--- src/rtl/dmem_route.sv ---
// dmem_route: steers one outstanding data-memory request to either the
// cached or the uncached path, chosen by the PMA lookup at capture time.
// It returns the selected path's response, or a zero/err response if the
// path stays silent for TMO cycles.
module dmem_route #(
    parameter int unsigned ABITS = 48,
    parameter int unsigned TMO   = 255
) (
    input  logic             i_clk,
    input  logic             i_rst,

    // request side
    input  logic             i_req_valid,
    output logic             o_req_ready,
    input  logic [ABITS-1:0] i_req_addr,
    input  logic             i_req_write,
    input  logic [63:0]      i_req_wdata,
    input  logic [7:0]       i_req_wstrb,

    // PMA lookup
    output logic [ABITS-1:0] o_pma_daddr,
    input  logic             i_pma_dcached,

    // shared memory request payload
    output logic [ABITS-1:0] o_mem_addr,
    output logic             o_mem_write,
    output logic [63:0]      o_mem_wdata,
    output logic [7:0]       o_mem_wstrb,

    // cached path
    output logic             o_c_valid,
    input  logic             i_c_ready,
    input  logic             i_c_resp_valid,
    input  logic [63:0]      i_c_resp_data,
    input  logic             i_c_resp_err,

    // uncached path
    output logic             o_u_valid,
    input  logic             i_u_ready,
    input  logic             i_u_resp_valid,
    input  logic [63:0]      i_u_resp_data,
    input  logic             i_u_resp_err,

    // response side
    output logic             o_resp_valid,
    input  logic             i_resp_ready,
    output logic [63:0]      o_resp_data,
    output logic             o_resp_err
);

    localparam int unsigned      CNT_W   = 16;
    localparam logic [CNT_W-1:0] TMO_L   = CNT_W'(TMO);
    localparam logic [CNT_W-1:0] CNT_MAX = '1;

    typedef enum logic [1:0] {
        IDLE  = 2'd0,
        ISSUE = 2'd1,
        WAIT  = 2'd2,
        RESP  = 2'd3
    } state_t;

    state_t             r_state;
    state_t             w_state_nxt;

    // latched request and route
    logic [ABITS-1:0]   r_addr;
    logic               r_write;
    logic [63:0]        r_wdata;
    logic [7:0]         r_wstrb;
    logic               r_route;

    // timeout counter and latched response
    logic [CNT_W-1:0]   r_cnt;
    logic [63:0]        r_rdata;
    logic               r_rerr;

    // registered handshake outputs
    logic               r_req_ready;
    logic               r_c_valid;
    logic               r_u_valid;
    logic               r_resp_valid;

    // FSM decode strobes
    logic               w_capture;
    logic               w_issue_done;
    logic               w_take_resp;
    logic               w_timeout;
    logic               w_route_nxt;

    // selected-path view
    logic               w_sel_ready;
    logic               w_sel_resp_valid;
    logic [63:0]        w_sel_resp_data;
    logic               w_sel_resp_err;

    // PMA lookup always sees the live request address
    assign o_pma_daddr  = i_req_addr;

    assign o_req_ready  = r_req_ready;
    assign o_c_valid    = r_c_valid;
    assign o_u_valid    = r_u_valid;
    assign o_resp_valid = r_resp_valid;
    assign o_resp_data  = r_rdata;
    assign o_resp_err   = r_rerr;

    assign o_mem_addr   = r_addr;
    assign o_mem_write  = r_write;
    assign o_mem_wdata  = r_wdata;
    assign o_mem_wstrb  = r_wstrb;

    // Pick the handshake/response signals of the path chosen at capture
    always_comb begin
        w_sel_ready      = 1'b0;
        w_sel_resp_valid = 1'b0;
        w_sel_resp_data  = 64'd0;
        w_sel_resp_err   = 1'b0;
        if (r_route) begin
            w_sel_ready      = i_c_ready;
            w_sel_resp_valid = i_c_resp_valid;
            w_sel_resp_data  = i_c_resp_data;
            w_sel_resp_err   = i_c_resp_err;
        end else begin
            w_sel_ready      = i_u_ready;
            w_sel_resp_valid = i_u_resp_valid;
            w_sel_resp_data  = i_u_resp_data;
            w_sel_resp_err   = i_u_resp_err;
        end
    end

    // State register
    always_ff @(posedge i_clk) begin
        if (i_rst) begin
            r_state <= IDLE;
        end else begin
            r_state <= w_state_nxt;
        end
    end

    // Next-state logic; a real response beats a timeout in the same cycle
    always_comb begin
        w_state_nxt  = r_state;
        w_capture    = 1'b0;
        w_issue_done = 1'b0;
        w_take_resp  = 1'b0;
        w_timeout    = 1'b0;
        unique case (r_state)
            IDLE: begin
                if (i_req_valid) begin
                    w_capture   = 1'b1;
                    w_state_nxt = ISSUE;
                end
            end
            ISSUE: begin
                if (w_sel_ready) begin
                    w_issue_done = 1'b1;
                    w_state_nxt  = WAIT;
                end
            end
            WAIT: begin
                if (w_sel_resp_valid) begin
                    w_take_resp = 1'b1;
                    w_state_nxt = RESP;
                end else if (r_cnt >= TMO_L) begin
                    w_timeout   = 1'b1;
                    w_state_nxt = RESP;
                end
            end
            RESP: begin
                if (i_resp_ready) begin
                    w_state_nxt = IDLE;
                end
            end
            default: begin
                w_state_nxt = IDLE;
            end
        endcase
    end

    // Route the next cycle will use, so the valids can be registered
    assign w_route_nxt = w_capture ? i_pma_dcached : r_route;

    // Request capture; the route bit is frozen until the next capture
    always_ff @(posedge i_clk) begin
        if (i_rst) begin
            r_addr  <= '0;
            r_write <= 1'b0;
            r_wdata <= 64'd0;
            r_wstrb <= 8'd0;
            r_route <= 1'b0;
        end else if (w_capture) begin
            r_addr  <= i_req_addr;
            r_write <= i_req_write;
            r_wdata <= i_req_wdata;
            r_wstrb <= i_req_wstrb;
            r_route <= i_pma_dcached;
        end
    end

    // Timeout counter: cleared on WAIT entry, saturating count while in WAIT
    always_ff @(posedge i_clk) begin
        if (i_rst) begin
            r_cnt <= '0;
        end else if (w_issue_done) begin
            r_cnt <= '0;
        end else if ((r_state == WAIT) && (r_cnt != CNT_MAX)) begin
            r_cnt <= r_cnt + CNT_W'(1);
        end
    end

    // Response latch: path data, or zero with err on timeout
    always_ff @(posedge i_clk) begin
        if (i_rst) begin
            r_rdata <= 64'd0;
            r_rerr  <= 1'b0;
        end else if (w_take_resp) begin
            r_rdata <= w_sel_resp_data;
            r_rerr  <= w_sel_resp_err;
        end else if (w_timeout) begin
            r_rdata <= 64'd0;
            r_rerr  <= 1'b1;
        end
    end

    // Handshake outputs registered from the next state
    always_ff @(posedge i_clk) begin
        if (i_rst) begin
            r_req_ready  <= 1'b1;
            r_c_valid    <= 1'b0;
            r_u_valid    <= 1'b0;
            r_resp_valid <= 1'b0;
        end else begin
            r_req_ready  <= (w_state_nxt == IDLE);
            r_c_valid    <= (w_state_nxt == ISSUE) &&  w_route_nxt;
            r_u_valid    <= (w_state_nxt == ISSUE) && !w_route_nxt;
            r_resp_valid <= (w_state_nxt == RESP);
        end
    end

endmodule

--- config.mk ---
export PLATFORM = sky130hd
export DESIGN_NAME = dmem_route
export DESIGN_NICKNAME = d
export VERILOG_FILES = /design/src/rtl/dmem_route.sv
export SDC_FILE = /design/constraint.sdc
export NUM_CORES = 1
export LEC_CHECK = 0
export ABC_AREA = 1
export CAP_MARGIN = 20
export CORE_AREA = 2 2 192 194
export CTS_CLUSTER_DIAMETER = 50
export DETAILED_ROUTE_END_ITERATION = 8
export DIE_AREA = 0 0 194 196
export PLACE_DENSITY = 0.51
export SLEW_MARGIN = 20
export SYNTH_ARGS = -nofsm -noshare
export SYNTH_HDL_FRONTEND = slang
export SYNTH_SLANG_ARGS = --single-unit
export TNS_END_PERCENT = 10
--- constraint.sdc ---
create_clock -name i_clk -period 3 [get_ports i_clk]
set_input_delay 0.6 -clock i_clk [delete_from_list [all_inputs] [get_ports i_clk]]
set_output_delay 0.6 -clock i_clk [all_outputs]
set_load 0.02 [all_outputs]
; ---- Word level (Yosys, flattened, before mapping)
; Index checks and enable logic that the tools add are counted.
[word_totals]
register_bits = 209
input_bits = 260
out_inout_bits = 238
word_cells = 53
[op_classes]
add_sub_neg = 1
order_cmp = 1
eq_ne = 6
n_mux = 24
n_reduce_logical = 8
[op_table]
columns = operator, count
row1 = $mux 64, 3
row2 = $add 16x1->16 const B, 1
row3 = $ge 16x8->1 const B, 1
row4 = $ne 16x16->1 const B, 1
row5 = $mux 1, 15
row6 = $mux 2, 5
row7 = $pmux 2 s4, 1
row8 = $eq 2x2->1 const B, 3
row9 = $eq 2x1->1 const B, 2
row10 = $logic_not 2->1, 2
row11 = $logic_and 1x1->1, 3
row12 = $reduce_bool 2->1, 1
row13 = $reduce_or 2->1, 1
row14 = $logic_not 1->1, 1

; ---- Depth between registers and ports, before layout
[logic_depth]
word_depth = 6
mapped_depth = 10
depth_no_buf = 9

; ---- Worst setup path after synthesis
; Ideal clock, no wire load.
[synth_timing]
path_type = register to register
from = reg r_cnt[0]
to = reg r_rdata[54], in the netlist o_resp_data[54]
setup_ps = 132
arrival_time_ps = 1446
t_required_ps = 2868
path_slack_ps = 1422
path_stages_with_launch = 11
n_path_buf = 2
period_less_slack_ps = 1578
path_cell_list = dfxtp_1 -> ha_1 -> inv_1 -> nor2_4 -> nand2_1 -> nand3_1 -> nand2_1 -> buf_6 -> buf_6 -> nand2_1 -> a21oi_1
[synth_between]
elab_chain_cells = 5
[synth_lines]
columns = item, line_no
row1 = "start, declared", 73  ; logic [CNT_W-1:0] r_cnt;
row2 = "start signal, assigned", 206  ; r_cnt <= r_cnt + CNT_W'(1);
row3 = $ge 16x8->1, 163  ; end else if (r_cnt >= TMO_L) begin
row4 = $mux 1, 163
row5 = $mux 1, 160  ; if (w_sel_resp_valid) begin
row6 = $mux 1, 146  ; unique case (r_state)
row7 = $reduce_bool 2->1 (no line), -
row8 = "end signal, assigned", 216  ; r_rdata <= w_sel_resp_data;
row9 = "end, declared", 74  ; logic [63:0] r_rdata;
; Every way passes these cells.
; A chain may end at the register's enable or synchronous reset.

; ---- Final worst setup path
[layout_timing]
from = in i_req_addr[30]
to = out o_pma_daddr[30]
[layout_lines]
columns = item, line_no
row1 = "start, declared", 15  ; input logic [ABITS-1:0] i_req_addr,
row2 = "end, declared", 21  ; output logic [ABITS-1:0] o_pma_daddr,
; No word-level cell between the ends.

==> results by group <==
Status
  • Status: complete, no violations

Cells and area
  • Synth-to-Final Area Change: 69.4%
  • Diode count: 0
  • Final Net Count: 1938
  • Final cell area excluding filler cells: around 15000 µm²
  • Share of layout cells above drive strength 1: between 4 and 5%
  • Final cell count without fillers: ~2.2k
  • Fin util: between 40% and 50%

Clock tree
  • Skew-Pair Late Insertion Delay: between 0.5 and 0.6 ns
  • # resized after CTS: 0
  • Clock-pin slew on the worst setup and hold paths: about 0.060 ns
  • Clock tree from TritonCTS: built
  • Post-CTS Repair Setup Buffers: 0
  • Htree depth: 1
  • CTS root buffer: clkbuf_16
  • Hold-fix buffers at CTS: 0
  • Worst-case clock buffer depth: 3
  • Total CTS buffers: 31
  • CTS sink cnt: about 210

Worst hold path
  • Min-delay worst type: flop to flop
  • Worst Hold End: o_resp_data[15]$_SDFFE_PP0P_
  • Hold Path Depth: 2
  • Hold Crit Start: o_resp_data[15]$_SDFFE_PP0P_

STA
  • Count of final setup violators: 0
  • Final slew viol count: 0
  • Worst-Margin Slew: roughly 0.77 ns
  • Worst Skew: 0.0249 ns
  • Crit path time final: 2.40 ns
  • TNS Setup: 0 ns
  • Rel. slew slack: between 40% and 50%
  • WHS: around 0.46 ns
  • Final Worst Setup Slack: 0.601 ns
  • RSZ-0062 raised after global routing: no
  • Final hold violation count: 0
  • F_max: roughly 420 MHz
  • Period utilization: between 70% and 80%

Power
  • Maximum VDD drop: around 0.46 mV
  • Power density over the cells: about 610 nW/µm²
  • Leak: approximately 5.8 nW
  • Power Total: 9.01 mW

Routing
  • Met2 routed WL: 16.1 mm
  • Top routing layer in use: met5
  • TritonRoute pass-1 iters: 4
  • Met3 WL: 3.88 mm
  • First DRT Iteration DRCs: 254
  • Wl on met1: 13.7 mm
  • DRC Markers: 0
  • Vias/cell: approximately 4.3
  • Post-DRT Antenna Nets: 0
  • Avg WL per Cell: around 16 µm
  • Detailed-route via count: roughly 9.3k
  • Drt total wl: between 30 and 40 mm

Critical path
  • Worst-path maximum fanout: 2
  • Max incr delay on CP: a little over 0.7 ns
  • Setup crit end kind: output port
  • Worst Path Buf+Inv: 2
  • FF-to-FF setup slack: 1.04 ns
  • Data required, critical path: approximately 2.4 ns
  • CP Class: input pin to output port
  • R2r startpoint: r_cnt[0]$_SDFFE_PP0P_
  • Worst reg2reg path depth: 8
  • Critical path's top delay family: buffers and inverters
  • Worst path cell trace: clkdlybuf4s50_1 -> clkdlybuf4s50_1
  • Arr. time, crit path: ~1.8 ns
  • RR Endpoint: r_cnt[8]$_SDFFE_PP0P_
  • Critical path launch point type: input pin
  • Worst path most repeated cell: clkdlybuf4s50_1
  • Worst path slowest cell: clkdlybuf4s50_1

Logic synthesis
  • Post-synth cell types: 25
  • Syn Inst Count: between 1k and 1.5k
  • Synth warn: 0
  • Mapped Avg Cell Area: 6.95 µm²
  • Post-synth net total: approximately 1.5k
  • Yosys reg bits: around 210
  • Cell area after synthesis: 8780 µm²
  • Register area share after synthesis: 47.7%

Die
  • Starting Density: between 20% and 30%
  • Die area: roughly 38000 µm²
  • Num rows: 70
  • Die H: a little under 200 µm
  • Core Footprint: about 36000 µm²
  • Die X: just under 200 µm
  • Num ports: about 500

Place
  • Hpwl dp: between 20 and 30 mm
  • Dpl ws: around 0.60 ns
  • Dpl cell area: ~14000 µm²
  • Routability cong.: between 0.7 and 0.8
  • Port bufs: just under 500
  • Placed cells: ~2.1k

Global routing
  • Vias in the first global route: 9049
  • First-pass GRT wire length: roughly 53 mm
  • Remaining Overflow, GRT: 0
  • Largest net degree at the start of global routing: between 60 and 70
  • Gr usage total: 17.4%
  • Initial antenna violation count: 4

Run
  • Total of max-cap violations: 0
sequential cells by signal (all words and copies together), names as in the netlist, 2 cells and up:
register     flops
o_mem_wstrb      8
o_resp_data     64
o_mem_addr      48
r_state          2
o_mem_wdata     64
r_cnt           16
cell families after synthesis:
kind of cell	share of synthesized area, %
AND/OR/NAND/NOR	30.0
adder cells (fa/ha/maj)	0.143
buffers and inverters	9.15
XOR/XNOR	0.699
AO/OA/AOI/OAI	12.4
flip-flops	47.7
layer usage:
| metal | global-route usage (%) | up-vias |
|---|---|---|
| met1 | 20.0 | 4131 |
| li1 | - | 4761 |
| met2 | 28.8 | 384 |
| met4 | 5.72 | 8 |
| met3 | 7.77 | 65 |
| met5 | 0 | - |
cell type report:
type	count	area, µm²
Timing Repair Buffer	508	5100
Sequential cell	209	4190
Tap cell	468	586
Inverter	19	75.1
Multi-Input combinational cell	908	3800
Fill cell	3763	21200
Clock buffer	41	883
Clock inverter	16	230
cells in the mapped netlist:
cell | instances | area, µm²
nand2_1 | 396 | 1490
buf_1 | 1 | 3.75
nand4_1 | 5 | 31.3
nor2_4 | 1 | 11.3
inv_2 | 2 | 7.51
o21ai_0 | 111 | 556
buf_2 | 30 | 150
a21boi_0 | 1 | 7.51
nor2_1 | 272 | 1020
buf_6 | 5 | 56.3
xor2_1 | 3 | 26.3
ha_1 | 1 | 12.5
a21oi_1 | 81 | 405
nand2_2 | 2 | 12.5
and2_1 | 1 | 6.26
inv_1 | 17 | 63.8
nand3_1 | 8 | 40.0
o21ai_1 | 18 | 90.1
xnor2_1 | 4 | 35.0
buf_4 | 49 | 368
a21boi_4 | 1 | 18.8
nand3_2 | 2 | 20.0
dfxtp_1 | 209 | 4180
a21oi_2 | 1 | 8.76
clkbuf_1 | 41 | 154
layout by cell type (no fill, tap or decap), drive strengths merged, types with 5 or more instances in the layout:
| master | n |
|---|---|
| nor2 | 273 |
| clkinv | 6 |
| inv | 20 |
| o21ai | 129 |
| buf | 12 |
| nand3 | 10 |
| bufinv | 5 |
| a21oi | 82 |
| nand4 | 5 |
| clkdlybuf4s50 | 496 |
| clkbuf | 41 |
| nand2 | 398 |
| dfxtp | 209 |
how the worst max path moves through the flow:
stage          cells past startpoint                  start  slack (ns)                      endpoint
3_5_place_dp                       2         i_req_addr[33]        0.60               o_pma_daddr[33]
5_1_grt                            2         i_req_addr[33]        0.59               o_pma_daddr[33]
3_3_place_gp                       2         i_req_addr[33]        0.59               o_pma_daddr[33]
4_1_cts                            2         i_req_addr[33]        0.60               o_pma_daddr[33]
2_1_floorplan                     10  r_cnt[0]$_SDFFE_PP0P_        1.42  o_resp_data[54]$_SDFFE_PP0P_
6_report                           2         i_req_addr[30]        0.60               o_pma_daddr[30]
power by group:
group / internal, mW / total [mW] / switching (mW)
sequential: 3.01 / 3.13 / 0.119
clock: 2.49 / 3.85 / 1.36
combinational: 0.942 / 2.03 / 1.09
No activity file was read; power rests on OpenSTA's default activity.
